### src/rtl/lcd_pkg.sv
// Shared constants for the LCD frame sequencer: FSM encodings, HD44780 init
// commands and per-row DDRAM base addresses.
package lcd_pkg;

    // IDLE wait req | LOAD latch step byte | ISSUE start pulse | WAIT ctrl done | DELAY settle | FINISH frame_done
    localparam logic [2:0] ST_IDLE   = 3'd0;
    localparam logic [2:0] ST_LOAD   = 3'd1;
    localparam logic [2:0] ST_ISSUE  = 3'd2;
    localparam logic [2:0] ST_WAIT   = 3'd3;
    localparam logic [2:0] ST_DELAY  = 3'd4;
    localparam logic [2:0] ST_FINISH = 3'd5;

    localparam int N_INIT = 4;
    localparam logic [7:0] INIT_CMD [0:N_INIT-1] = '{8'h38, 8'h0C, 8'h01, 8'h06};
    localparam logic [7:0] ROW_BASE [0:3] = '{8'h00, 8'h40, 8'h14, 8'h54};
    localparam logic [7:0] LCD_CMD_SET_DDRAM = 8'h80;
    localparam logic [7:0] ASCII_SPACE = 8'h20;

    function automatic logic [7:0] row_cmd(input logic [1:0] row);
        return LCD_CMD_SET_DDRAM | ROW_BASE[row];
    endfunction

endpackage

### src/rtl/lcd_frame_sequencer_if.sv
// Byte/handshake link between the frame sequencer and the LCD controller.
interface lcd_frame_sequencer_if;
    logic [7:0] lcd_data;
    logic       lcd_rs;
    logic       lcd_start;
    logic       lcd_done;

    modport master (output lcd_data, output lcd_rs, output lcd_start, input lcd_done);
    modport slave  (input lcd_data, input lcd_rs, input lcd_start, output lcd_done);
endinterface

### src/rtl/lcd_frame_buffer.sv
// ROWS*COLS character store: synchronous write, combinational read, clears to spaces.
module lcd_frame_buffer
    import lcd_pkg::*;
#(
    parameter int DEPTH  = 32,
    parameter int ADDR_W = 5
) (
    input  logic              clk,
    input  logic              reset,
    input  logic              wr_en,
    input  logic [ADDR_W-1:0] wr_addr,
    input  logic [7:0]        wr_char,
    input  logic [ADDR_W-1:0] rd_addr,
    output logic [7:0]        rd_char
);

    localparam logic [ADDR_W:0] DEPTH_X = (ADDR_W+1)'(DEPTH);

    logic [7:0] mem_q [DEPTH];
    logic [7:0] mem_d [DEPTH];

    always_comb begin
        mem_d = mem_q;
        if (wr_en && ({1'b0, wr_addr} < DEPTH_X)) begin
            mem_d[wr_addr] = wr_char;
        end
    end

    assign rd_char = mem_q[rd_addr];

    always_ff @(posedge clk) begin
        if (reset) begin
            for (int i = 0; i < DEPTH; i++) begin
                mem_q[i] <= ASCII_SPACE;
            end
        end else begin
            mem_q <= mem_d;
        end
    end

endmodule

### src/rtl/lcd_frame_sequencer.sv
// Walks the init command list and the frame buffer row by row, handing each
// byte to the LCD controller with a start/done handshake and a settle delay.
module lcd_frame_sequencer
    import lcd_pkg::*;
#(
    parameter int COLS         = 16,
    parameter int ROWS         = 2,
    parameter int DLY_CYCLES   = 262143,
    parameter int AUTO_REFRESH = 0,
    parameter int ADDR_W       = (ROWS*COLS > 1) ? $clog2(ROWS*COLS) : 1
) (
    input  logic              clk,
    input  logic              reset,
    input  logic              wr_en,
    input  logic [ADDR_W-1:0] wr_addr,
    input  logic [7:0]        wr_char,
    input  logic              init_req,
    input  logic              refresh_req,
    output logic              busy,
    output logic              frame_done,
    lcd_frame_sequencer_if.master lcd
);

    localparam int DEPTH   = ROWS * COLS;
    localparam int N_STEPS = N_INIT + ROWS * (1 + COLS);
    localparam int STEP_W  = $clog2(N_STEPS);
    localparam int ROW_W   = (ROWS > 1) ? $clog2(ROWS) : 1;
    localparam int COL_W   = $clog2(COLS + 1);
    localparam int DLY_W   = (DLY_CYCLES > 1) ? $clog2(DLY_CYCLES) : 1;

    localparam logic [STEP_W-1:0] STEP_LAST  = STEP_W'(N_STEPS - 1);
    localparam logic [STEP_W-1:0] STEP_FRAME = STEP_W'(N_INIT);
    localparam logic [COL_W-1:0]  COL_LAST   = COL_W'(COLS);
    localparam logic [DLY_W-1:0]  DLY_LAST   = DLY_W'(DLY_CYCLES - 1);

    logic [2:0]        state_q, state_d;
    logic [STEP_W-1:0] step_q, step_d;
    logic [ROW_W-1:0]  row_q, row_d;
    logic [COL_W-1:0]  col_q, col_d;
    logic [DLY_W-1:0]  dly_q, dly_d;
    logic              init_ok_q, init_ok_d;
    logic [7:0]        data_q, data_d;
    logic              rs_q, rs_d;
    logic [ADDR_W-1:0] rd_addr;
    logic [7:0]        rd_char;

    lcd_frame_buffer #(
        .DEPTH  (DEPTH),
        .ADDR_W (ADDR_W)
    ) u_buf (
        .clk     (clk),
        .reset   (reset),
        .wr_en   (wr_en),
        .wr_addr (wr_addr),
        .wr_char (wr_char),
        .rd_addr (rd_addr),
        .rd_char (rd_char)
    );

    // col_q == 0 selects the row address command, col_q == k the (k-1)th character.
    assign rd_addr = ADDR_W'(row_q) * ADDR_W'(COLS) + ADDR_W'(col_q) - ADDR_W'(1);

    always_comb begin
        state_d   = state_q;
        step_d    = step_q;
        row_d     = row_q;
        col_d     = col_q;
        dly_d     = dly_q;
        init_ok_d = init_ok_q;
        data_d    = data_q;
        rs_d      = rs_q;

        case (state_q)
            ST_IDLE: begin
                if (init_req) begin
                    state_d = ST_LOAD;
                    step_d  = '0;
                    row_d   = '0;
                    col_d   = '0;
                end else if (refresh_req && init_ok_q) begin
                    state_d = ST_LOAD;
                    step_d  = STEP_FRAME;
                    row_d   = '0;
                    col_d   = '0;
                end
            end
            ST_LOAD: begin
                state_d = ST_ISSUE;
                if (step_q < STEP_FRAME) begin
                    data_d = INIT_CMD[step_q[1:0]];
                    rs_d   = 1'b0;
                end else if (col_q == '0) begin
                    data_d = row_cmd(2'(row_q));
                    rs_d   = 1'b0;
                end else begin
                    data_d = rd_char;
                    rs_d   = 1'b1;
                end
            end
            ST_ISSUE: state_d = ST_WAIT;
            ST_WAIT: begin
                if (lcd.lcd_done) begin
                    state_d = ST_DELAY;
                end
            end
            ST_DELAY: begin
                if (dly_q == DLY_LAST) begin
                    dly_d = '0;
                    if (step_q == STEP_LAST) begin
                        state_d = ST_FINISH;
                    end else begin
                        state_d = ST_LOAD;
                        step_d  = step_q + 1'b1;
                        if (step_q >= STEP_FRAME) begin
                            if (col_q == COL_LAST) begin
                                row_d = row_q + 1'b1;
                                col_d = '0;
                            end else begin
                                col_d = col_q + 1'b1;
                            end
                        end
                    end
                end else begin
                    dly_d = dly_q + 1'b1;
                end
            end
            ST_FINISH: begin
                init_ok_d = 1'b1;
                if (AUTO_REFRESH != 0) begin
                    state_d = ST_LOAD;
                    step_d  = STEP_FRAME;
                    row_d   = '0;
                    col_d   = '0;
                end else begin
                    state_d = ST_IDLE;
                end
            end
            default: state_d = ST_IDLE;
        endcase
    end

    always_ff @(posedge clk) begin
        if (reset) begin
            state_q   <= ST_IDLE;
            step_q    <= '0;
            row_q     <= '0;
            col_q     <= '0;
            dly_q     <= '0;
            init_ok_q <= 1'b0;
            data_q    <= '0;
            rs_q      <= 1'b0;
        end else begin
            state_q   <= state_d;
            step_q    <= step_d;
            row_q     <= row_d;
            col_q     <= col_d;
            dly_q     <= dly_d;
            init_ok_q <= init_ok_d;
            data_q    <= data_d;
            rs_q      <= rs_d;
        end
    end

    assign lcd.lcd_data  = data_q;
    assign lcd.lcd_rs    = rs_q;
    assign lcd.lcd_start = (state_q == ST_ISSUE);
    assign busy          = (state_q != ST_IDLE);
    assign frame_done    = (state_q == ST_FINISH);

endmodule

### src/flat_wrapper.sv
// flat-port wrapper written by rule: the top's interface ports become plain ports
module lcd_frame_sequencer_flat import lcd_pkg::*;
#(
    parameter int COLS         = 16,
    parameter int ROWS         = 2,
    parameter int DLY_CYCLES   = 262143,
    parameter int AUTO_REFRESH = 0,
    parameter int ADDR_W       = (ROWS*COLS > 1) ? $clog2(ROWS*COLS) : 1
)
  (clk, reset, wr_en, wr_addr, wr_char, init_req, refresh_req, busy, frame_done, lcd_lcd_data, lcd_lcd_rs, lcd_lcd_start, lcd_lcd_done);
  lcd_frame_sequencer_if lcd_i ();
  input  logic clk;
  input  logic reset;
  input  logic wr_en;
  input  logic [ADDR_W-1:0] wr_addr;
  input  logic [7:0] wr_char;
  input  logic init_req;
  input  logic refresh_req;
  output logic busy;
  output logic frame_done;
  output wire logic [$bits(lcd_i.lcd_data)-1:0] lcd_lcd_data;
  output wire logic [$bits(lcd_i.lcd_rs)-1:0] lcd_lcd_rs;
  output wire logic [$bits(lcd_i.lcd_start)-1:0] lcd_lcd_start;
  input wire logic [$bits(lcd_i.lcd_done)-1:0] lcd_lcd_done;
  assign lcd_lcd_data = lcd_i.lcd_data;
  assign lcd_lcd_rs = lcd_i.lcd_rs;
  assign lcd_lcd_start = lcd_i.lcd_start;
  assign lcd_i.lcd_done = lcd_lcd_done;
  lcd_frame_sequencer #(.COLS(COLS), .ROWS(ROWS), .DLY_CYCLES(DLY_CYCLES), .AUTO_REFRESH(AUTO_REFRESH), .ADDR_W(ADDR_W)) u_core (.clk(clk), .reset(reset), .wr_en(wr_en), .wr_addr(wr_addr), .wr_char(wr_char), .init_req(init_req), .refresh_req(refresh_req), .busy(busy), .frame_done(frame_done), .lcd(lcd_i));
endmodule
### config.mk
export PLATFORM = sky130hd
export DESIGN_NAME = lcd_frame_sequencer_flat
export DESIGN_NICKNAME = d
export VERILOG_FILES = /design/src/rtl/lcd_pkg.sv /design/src/rtl/lcd_frame_sequencer_if.sv /design/src/rtl/lcd_frame_buffer.sv /design/src/rtl/lcd_frame_sequencer.sv /design/src/flat_wrapper.sv
export SDC_FILE = /design/constraint.sdc
export NUM_CORES = 1
export LEC_CHECK = 0
export ABC_CLOCK_PERIOD_IN_PS = 7750
export CELL_PAD_IN_SITES_DETAIL_PLACEMENT = 1
export CELL_PAD_IN_SITES_GLOBAL_PLACEMENT = 1
export CORE_ASPECT_RATIO = 0.75
export CORE_MARGIN = 2
export CORE_UTILIZATION = 35
export DETAILED_ROUTE_END_ITERATION = 12
export DONT_BUFFER_PORTS = 1
export GPL_ROUTABILITY_DRIVEN = 0
export GPL_TIMING_DRIVEN = 0
export PLACE_DENSITY_LB_ADDON = 0.1
export SKIP_CTS_REPAIR_TIMING = 1
export SLEW_MARGIN = 5
export SYNTH_ARGS = -nofsm -noshare
export SYNTH_HDL_FRONTEND = slang
export SYNTH_HIERARCHICAL = 1
export SYNTH_SLANG_ARGS = --single-unit
### constraint.sdc
create_clock -name clk -period 7.75 [get_ports clk]
set_input_delay 1.55 -clock clk [delete_from_list [all_inputs] [get_ports clk]]
set_output_delay 1.55 -clock clk [all_outputs]
set_load 0.02 [all_outputs]
# [Word level (Yosys, flattened, before mapping)]
# Cells that the tools add are included.
[classes] n_lt_le_gt_ge=7 reduce_logical=10 bitwise=4 n_addsub=6 eq_ne=14 mux=42
[op_table] op="bitwise mux 256 bit" count=1
[op_table] op="2-to-1 mux 8 bit" count=7
[op_table] op="binary-select mux 8 bit (select 5 bit)" count=1
[op_table] op="demux 8 bit (select 5 bit)" count=1
[op_table] op="binary-select mux 8 bit (select 2 bit)" count=2
[op_table] op="2-to-1 mux 5 bit" count=6
[op_table] op="2-to-1 mux 6 bit" count=4
[op_table] op="adder 18 x 1 -> 18 bit, second input constant" count=1
[op_table] op="equality test 18 bit, second input constant" count=1
[op_table] op="2-to-1 mux 18 bit" count=1
[op_table] op="2-to-1 mux 3 bit" count=5
[op_table] op="one-hot mux 3 bit (5 select lines)" count=1
[op_table] op="2-to-1 mux 7 bit" count=2
[op_table] op="greater-or-equal comparator 6 bit, second input constant" count=2
[op_table] op="inverter 5 -> 6 bit" count=2
[op_table] op="one-hot mux 6 bit (2 select lines)" count=1
[op_table] op="one-hot mux 5 bit (2 select lines)" count=1
[op_table] op="2-to-1 mux 1 bit" count=8
[op_table] op="adder 6 x 1 -> 6 bit, second input constant" count=1
[op_table] op="equality test 3 x 2 -> 1 bit, second input constant" count=2
[op_table] op="equality test 3 bit, second input constant" count=2
[op_table] op="equality test 6 bit, second input constant" count=1
[op_table] op="greater-or-equal comparator 3 bit, second input constant" count=2
[op_table] op="greater-or-equal comparator 6 x 3 -> 1 bit, second input constant" count=1
[op_table] op="23 further kinds" count=27
[totals] inputBits=19 wordCells=123 regBits=299

# [Depth between registers and ports, before layout]
[depth] word_depth=8 ltp_mapped=13 ltp_nobuf=11

# [Hierarchy]
# The synthesis kept the hierarchy.
[by_module_without_submodules] mod="lcd_frame_buffer" instances=1 cells_each=1318 area_per_inst_um2=11847.6 seq_area_each_um2=5124.9
[by_module_without_submodules] mod="lcd_frame_sequencer" instances=1 cells_each=286 area_per_inst_um2=2351.0 seq_area_each_um2=860.8

# [Least setup slack after synthesis]
# OpenSTA, ideal clock, no wires.
[synth_path] path_kind="register to register" startpoint="register u_core.col_q[1]" endpoint="register u_core.data_q[6] (netlist: u_core/lcd.lcd_data[6])" required_ns=7.618 setup_time_ns=0.132 path_stages_with_launch=13 slack_ns=4.419 arrival_ns=3.199 cell_sequence="dfxtp_1 -> inv_1 -> ha_1 -> fa_1 -> buf_6 -> buf_2 -> buf_2 -> mux4_2 -> mux4_2 -> mux2_2 -> mux2_2 -> nand3_1 -> a21oi_1"
[synth_between] elab_chain_len=8 elab_cells_between_ends=9 cone_classes="2 x add/sub; 5 x mux; 1 x bitwise; 1 x reduce/logical"
[synth_lines] item="from (decl)" line="lcd_frame_sequencer.sv:39" rtl="logic [COL_W-1:0] col_q, col_d;"
[synth_lines] item="from (signal assigned)" line="lcd_frame_sequencer.sv:156" rtl="col_q <= col_d;"
[synth_lines] item="adder 5 bit" line="lcd_frame_sequencer.sv:61" rtl="assign rd_addr = ADDR_W'(row_q) * ADDR_W'(COLS) + ADDR_W'(col_q) - ADDR_W'(1);"
[synth_lines] item="subtractor 5 x 1 -> 5 bit" line="lcd_frame_sequencer.sv:61"
[synth_lines] item="via u_core.rd_addr[2]" line="lcd_frame_sequencer.sv:44" rtl="logic [ADDR_W-1:0] rd_addr;"
[synth_lines] item="inverter 5 -> 6 bit (not written as such)" line="lcd_frame_buffer.sv:29" rtl="assign rd_char = mem_q[rd_addr];"
[synth_lines] item="binary-select mux 8 bit (select 5 bit)" line="lcd_frame_buffer.sv:29"
[synth_lines] item="2-to-1 mux 8 bit (not written as such) (2 in series)" line="lcd_frame_buffer.sv:29"
[synth_lines] item="via u_core.rd_char[6]" line="lcd_frame_sequencer.sv:45" rtl="logic [7:0] rd_char;"
[synth_lines] item="2-to-1 mux 8 bit" line="lcd_frame_sequencer.sv:92" rtl="end else if (col_q == '0) begin"
[synth_lines] item="2-to-1 mux 8 bit" line="lcd_frame_sequencer.sv:89" rtl="if (step_q < STEP_FRAME) begin"
[synth_lines] item="to (signal assigned)" line="lcd_frame_sequencer.sv:159" rtl="data_q <= data_d;"
[synth_lines] item="to (decl)" line="lcd_frame_sequencer.sv:42" rtl="logic [7:0] data_q, data_d;"
# The timed path passes the listed nets, and every way through them passes these cells. The select of a mux whose other input is x is not followed.
# A chain may end at the register's enable or synchronous reset.

# [Worst setup path after layout]
# Ends and elaborated chain as after synthesis.

==> run_results.csv <==
group,metric,value,unit
clocking,clock_tree.root_cell,"sky130_fd_sc_hd__clkbuf_16",
floorplanning,dieArea,42200,µm²
yosys,synth_edf_count,0,
sta,post-route-min-period,4.31,ns
critical_path,worstRegToRegCells,12,
floorplanning,die_h,178,µm
critical_path,cpPeakStageDelay,0.58,ns
layout,area_growth,12.2,%
yosys,post_synth_most_frequent_cells,"sky130_fd_sc_hd__dfxtp_1 (299), sky130_fd_sc_hd__nand3_1 (269), sky130_fd_sc_hd__o21ai_0 (265)",
sta,final.period_utilization,55.7,%
sta,maxClockFrequency,232,MHz
layout,finalNetCount,1676,
place,post-place-ws,3.43,ns
sta,timing.clock.skew,0.00641,ns
critical_path,worstPathRequired,8.13,ns
floorplanning,chipWidth,237,µm
yosys,synth-seq-area-share,42.2,%
clocking,clkTransAtPathRegs,0.05,ns
critical_path,worstPathMaxFanout,10,
run,max_cap_violations,0,
power_and_ir_drop,power.ir.vdd_worst,0.000146,V
global_routing,first_global_vias,13500,
clocking,htree_num_levels,2,
routing,drcViolationCount,0,
power_and_ir_drop,p_total,3410,µW
global_routing,grt-ovfl-total,0,
yosys,synthesis.nets,1638,
clocking,cts_tree,"yes",
routing,first_pass_iters,5,
global_routing,grt_first_pass_wirelength,89600,µm
critical_path,critical_path.cell_chain,"inv_1 > ha_1 > fa_1 > buf_6 > buf_2 > buf_2 > mux4_2 > mux4_2 > mux2_2 > mux2_2 > nand3_1 > a21oi_1",
routing,average_wire_per_standard_cell,27.4,µm
power_and_ir_drop,powerDensity,214,nW/µm²
yosys,yosys_register_bits,299,
sta,worst-slew-pin-transition,0.993,ns
critical_path,setup.worst_path.start,"u_core/col_q[1]",
clocking,clock_path_buffers,3,
clocking,worstSkewPairLatency,0.53,ns
power_and_ir_drop,p_leak,0.00492,µW
routing,vias_per_cell,6.14,
sta,setup_viol_count_final,0,
clocking,cts.sinks,299,
place,detailedPlacementHpwl,43100,µm
yosys,synthesis.instances,1604,
status,status,"finished, final reports clean",
critical_path,critical_path.startpoint_type,"register",
critical_path,ff2ff_setup_slack,3.44,ns
place,postPlaceCellArea,14800,µm²
sta,fin_tns_setup,0,ns
floorplanning,floorplan.rows,63,
yosys,synth.lib_cells_used.distinct,49,
yosys,yosys_warnings,6,
global_routing,groute.usage.overall,28.5,%
layout,drive_gt1_share,9.99,%
layout,fillerInstances,4631,
critical_path,worst_setup_endpoint,"u_core/lcd.lcd_data[6]",
routing,num_vias,13400,
floorplanning,io_pins,31,
sta,final-max-slew-violation-count,0,
critical_path,worst_r2r_startpoint,"u_core/col_q[1]",
global_routing,grt_max_degree,13,
sta,grt_setup_unrepaired,"false",
floorplanning,floorplan.initialDensity,35.7,%
routing,totalWireLength,59800,µm
yosys,yosys_most_used_dff,"sky130_fd_sc_hd__dfxtp_1",
yosys,synth_largest_type_area_fraction,42.2,%
yosys,post_synth_instance_area,14200,µm²
sta,finalWorstSetupSlack,3.44,ns
sta,finalHoldViolations,0,
floorplanning,core_area,39700,µm²
min_path,min-delay-path-class,"reg2reg",
clocking,cts_made_buffers,36,
sta,worst_slew_margin_rel,33.7,%
critical_path,endpoint_kind,"register",
global_routing,grt_antenna_before_repair,3,
critical_path,worstPathArrival,4.70,ns
place,place.port_buffers,0,
routing,drt_first_iter_violations,1112,
critical_path,slowest_stage,"sky130_fd_sc_hd__fa_1",
routing,detail-route-antenna-nets,0,
yosys,synth_area_per_cell,8.85,µm²
yosys,async_flop_share,0,%
yosys,ys_top_cells_by_area,"sky130_fd_sc_hd__dfxtp_1 (42%), sky130_fd_sc_hd__mux4_2 (13%), sky130_fd_sc_hd__nand3_1 (9.5%), sky130_fd_sc_hd__o21ai_0 (9.3%), sky130_fd_sc_hd__a21oi_1 (8.5%)",
yosys,synth_area_leader_cell,"sky130_fd_sc_hd__dfxtp_1",
critical_path,reg2reg_to,"u_core/lcd.lcd_data[6]",
layout,post_route_cell_area,15900,µm²
yosys,post-synth-top-count-cell,"sky130_fd_sc_hd__dfxtp_1",
critical_path,crit_type,"reg2reg",
==> cells by family after synthesis <==
family | count (synthesis) | share of synthesized area, %
AOI/OAI and AO/OA | 538 | 19.5
xor gates and xnor gates | 18 | 1.11
adders and majority gates | 15 | 1.37
buffers and inverters | 209 | 5.85
DFF | 299 | 42.2
muxes | 92 | 13.6
and+or+nand+nor | 433 | 16.3
==> registers in the layout, indices dropped and copies added (netlist names) <==
name,flops
u_core/u_buf/mem_q,256
u_core/dly_q,18
u_core/lcd.lcd_data,8
u_core/step_q,6
u_core/col_q,5
u_core/state_q,3
u_core/init_ok_q,1
u_core/lcd.lcd_rs,1
u_core/row_q,1
==> cell type report <==
cell class	count	area [µm²]	area share (%)
Tap cell	520	651	4.08
Antenna cell	1	2.50	0.0157
Clock inverter	8	40.0	0.251
Inverter	14	52.6	0.330
Clock buffer	50	1030	6.49
Multi-Input combinational cell	1096	7390	46.4
Buffer	195	778	4.88
Sequential cell	299	5990	37.6
==> cells in the final DEF (no fill, tap or decap), types with 4 or more instances in the layout <==
master	instances
sky130_fd_sc_hd__o31ai_1	7
sky130_fd_sc_hd__nor3_1	6
sky130_fd_sc_hd__buf_4	5
sky130_fd_sc_hd__a211oi_1	4
sky130_fd_sc_hd__ha_1	14
sky130_fd_sc_hd__a22oi_1	5
sky130_fd_sc_hd__or3_1	4
sky130_fd_sc_hd__or3b_2	4
sky130_fd_sc_hd__o21ai_0	265
sky130_fd_sc_hd__nand3_1	269
sky130_fd_sc_hd__dfxtp_1	299
sky130_fd_sc_hd__and2_1	4
sky130_fd_sc_hd__nor2_1	37
sky130_fd_sc_hd__o311ai_0	8
sky130_fd_sc_hd__buf_1	15
sky130_fd_sc_hd__clkbuf_16	37
sky130_fd_sc_hd__clkbuf_1	170
sky130_fd_sc_hd__inv_1	14
sky130_fd_sc_hd__and3b_1	6
sky130_fd_sc_hd__mux2_2	9
sky130_fd_sc_hd__and3_1	4
sky130_fd_sc_hd__nand2_1	26
sky130_fd_sc_hd__nand3b_1	37
sky130_fd_sc_hd__a31oi_1	5
sky130_fd_sc_hd__clkbuf_8	6
sky130_fd_sc_hd__clkinv_2	8
sky130_fd_sc_hd__nand4_1	6
sky130_fd_sc_hd__nor2b_1	4
sky130_fd_sc_hd__buf_2	10
sky130_fd_sc_hd__nor3b_1	6
sky130_fd_sc_hd__xnor2_1	7
sky130_fd_sc_hd__xor2_1	11
sky130_fd_sc_hd__a21oi_1	241
sky130_fd_sc_hd__mux4_2	80
==> worst min path at each step <==
stage | start | to | slack (ns) | depth (start not counted)
4_1_cts | u_core/u_buf/mem_q[147] | u_core/u_buf/mem_q[147] | 0.48 | 2
5_1_grt | u_core/u_buf/mem_q[2] | u_core/u_buf/mem_q[2] | 0.50 | 2
3_5_place_dp | u_core/u_buf/mem_q[225] | u_core/u_buf/mem_q[225] | 0.47 | 2
2_1_floorplan | u_core/init_ok_q | u_core/init_ok_q | 0.44 | 2
3_3_place_gp | u_core/init_ok_q | u_core/init_ok_q | 0.45 | 2
6_report | u_core/u_buf/mem_q[147] | u_core/u_buf/mem_q[147] | 0.47 | 2
==> report_power, final <==
group / switching [µW] / internal, µW / total (µW) / leakage, µW
Combinational: 191 / 47.3 / 238 / 0.00197
Clock: 680 / 925 / 1610 / 0.000539
Sequential: 14.7 / 1550 / 1570 / 0.00241
Total: 886 / 2530 / 3410 / 0.00492
==> routing by layer <==
| metal | routed length [µm] | track usage (%) |
|---|---|---|
| met1 | 27900 | 41.6 |
| met2 | 24800 | 41.0 |
| met3 | 5750 | 8.11 |
| met4 | 1360 | 7.44 |
| met5 | 0 | 0 |
==> stage by stage <==
stage / cells / hold WS [ns] / utilization (%)
floorplan: 1604 / 0.441 / -
global placement: 2124 / 0.450 / 37.4
detailed placement: 2124 / 0.468 / 37.4
CTS: 2182 / 0.476 / 40.1
global route: 2182 / 0.499 / 40.1
finish: 2183 / 0.474 / 40.1
==> worst max-delay path, delay by kind of cell (launching register included) <==
kind / cells / cell delay (ns)
DFF: 1 / 0.48
muxes: 4 / 1.53
and+or+nand+nor: 1 / 0.09
adders and majority gates: 2 / 0.81
AOI/OAI and AO/OA: 1 / 0.07
buffers and inverters: 4 / 1.16
(Power assumes the default switching activity.)
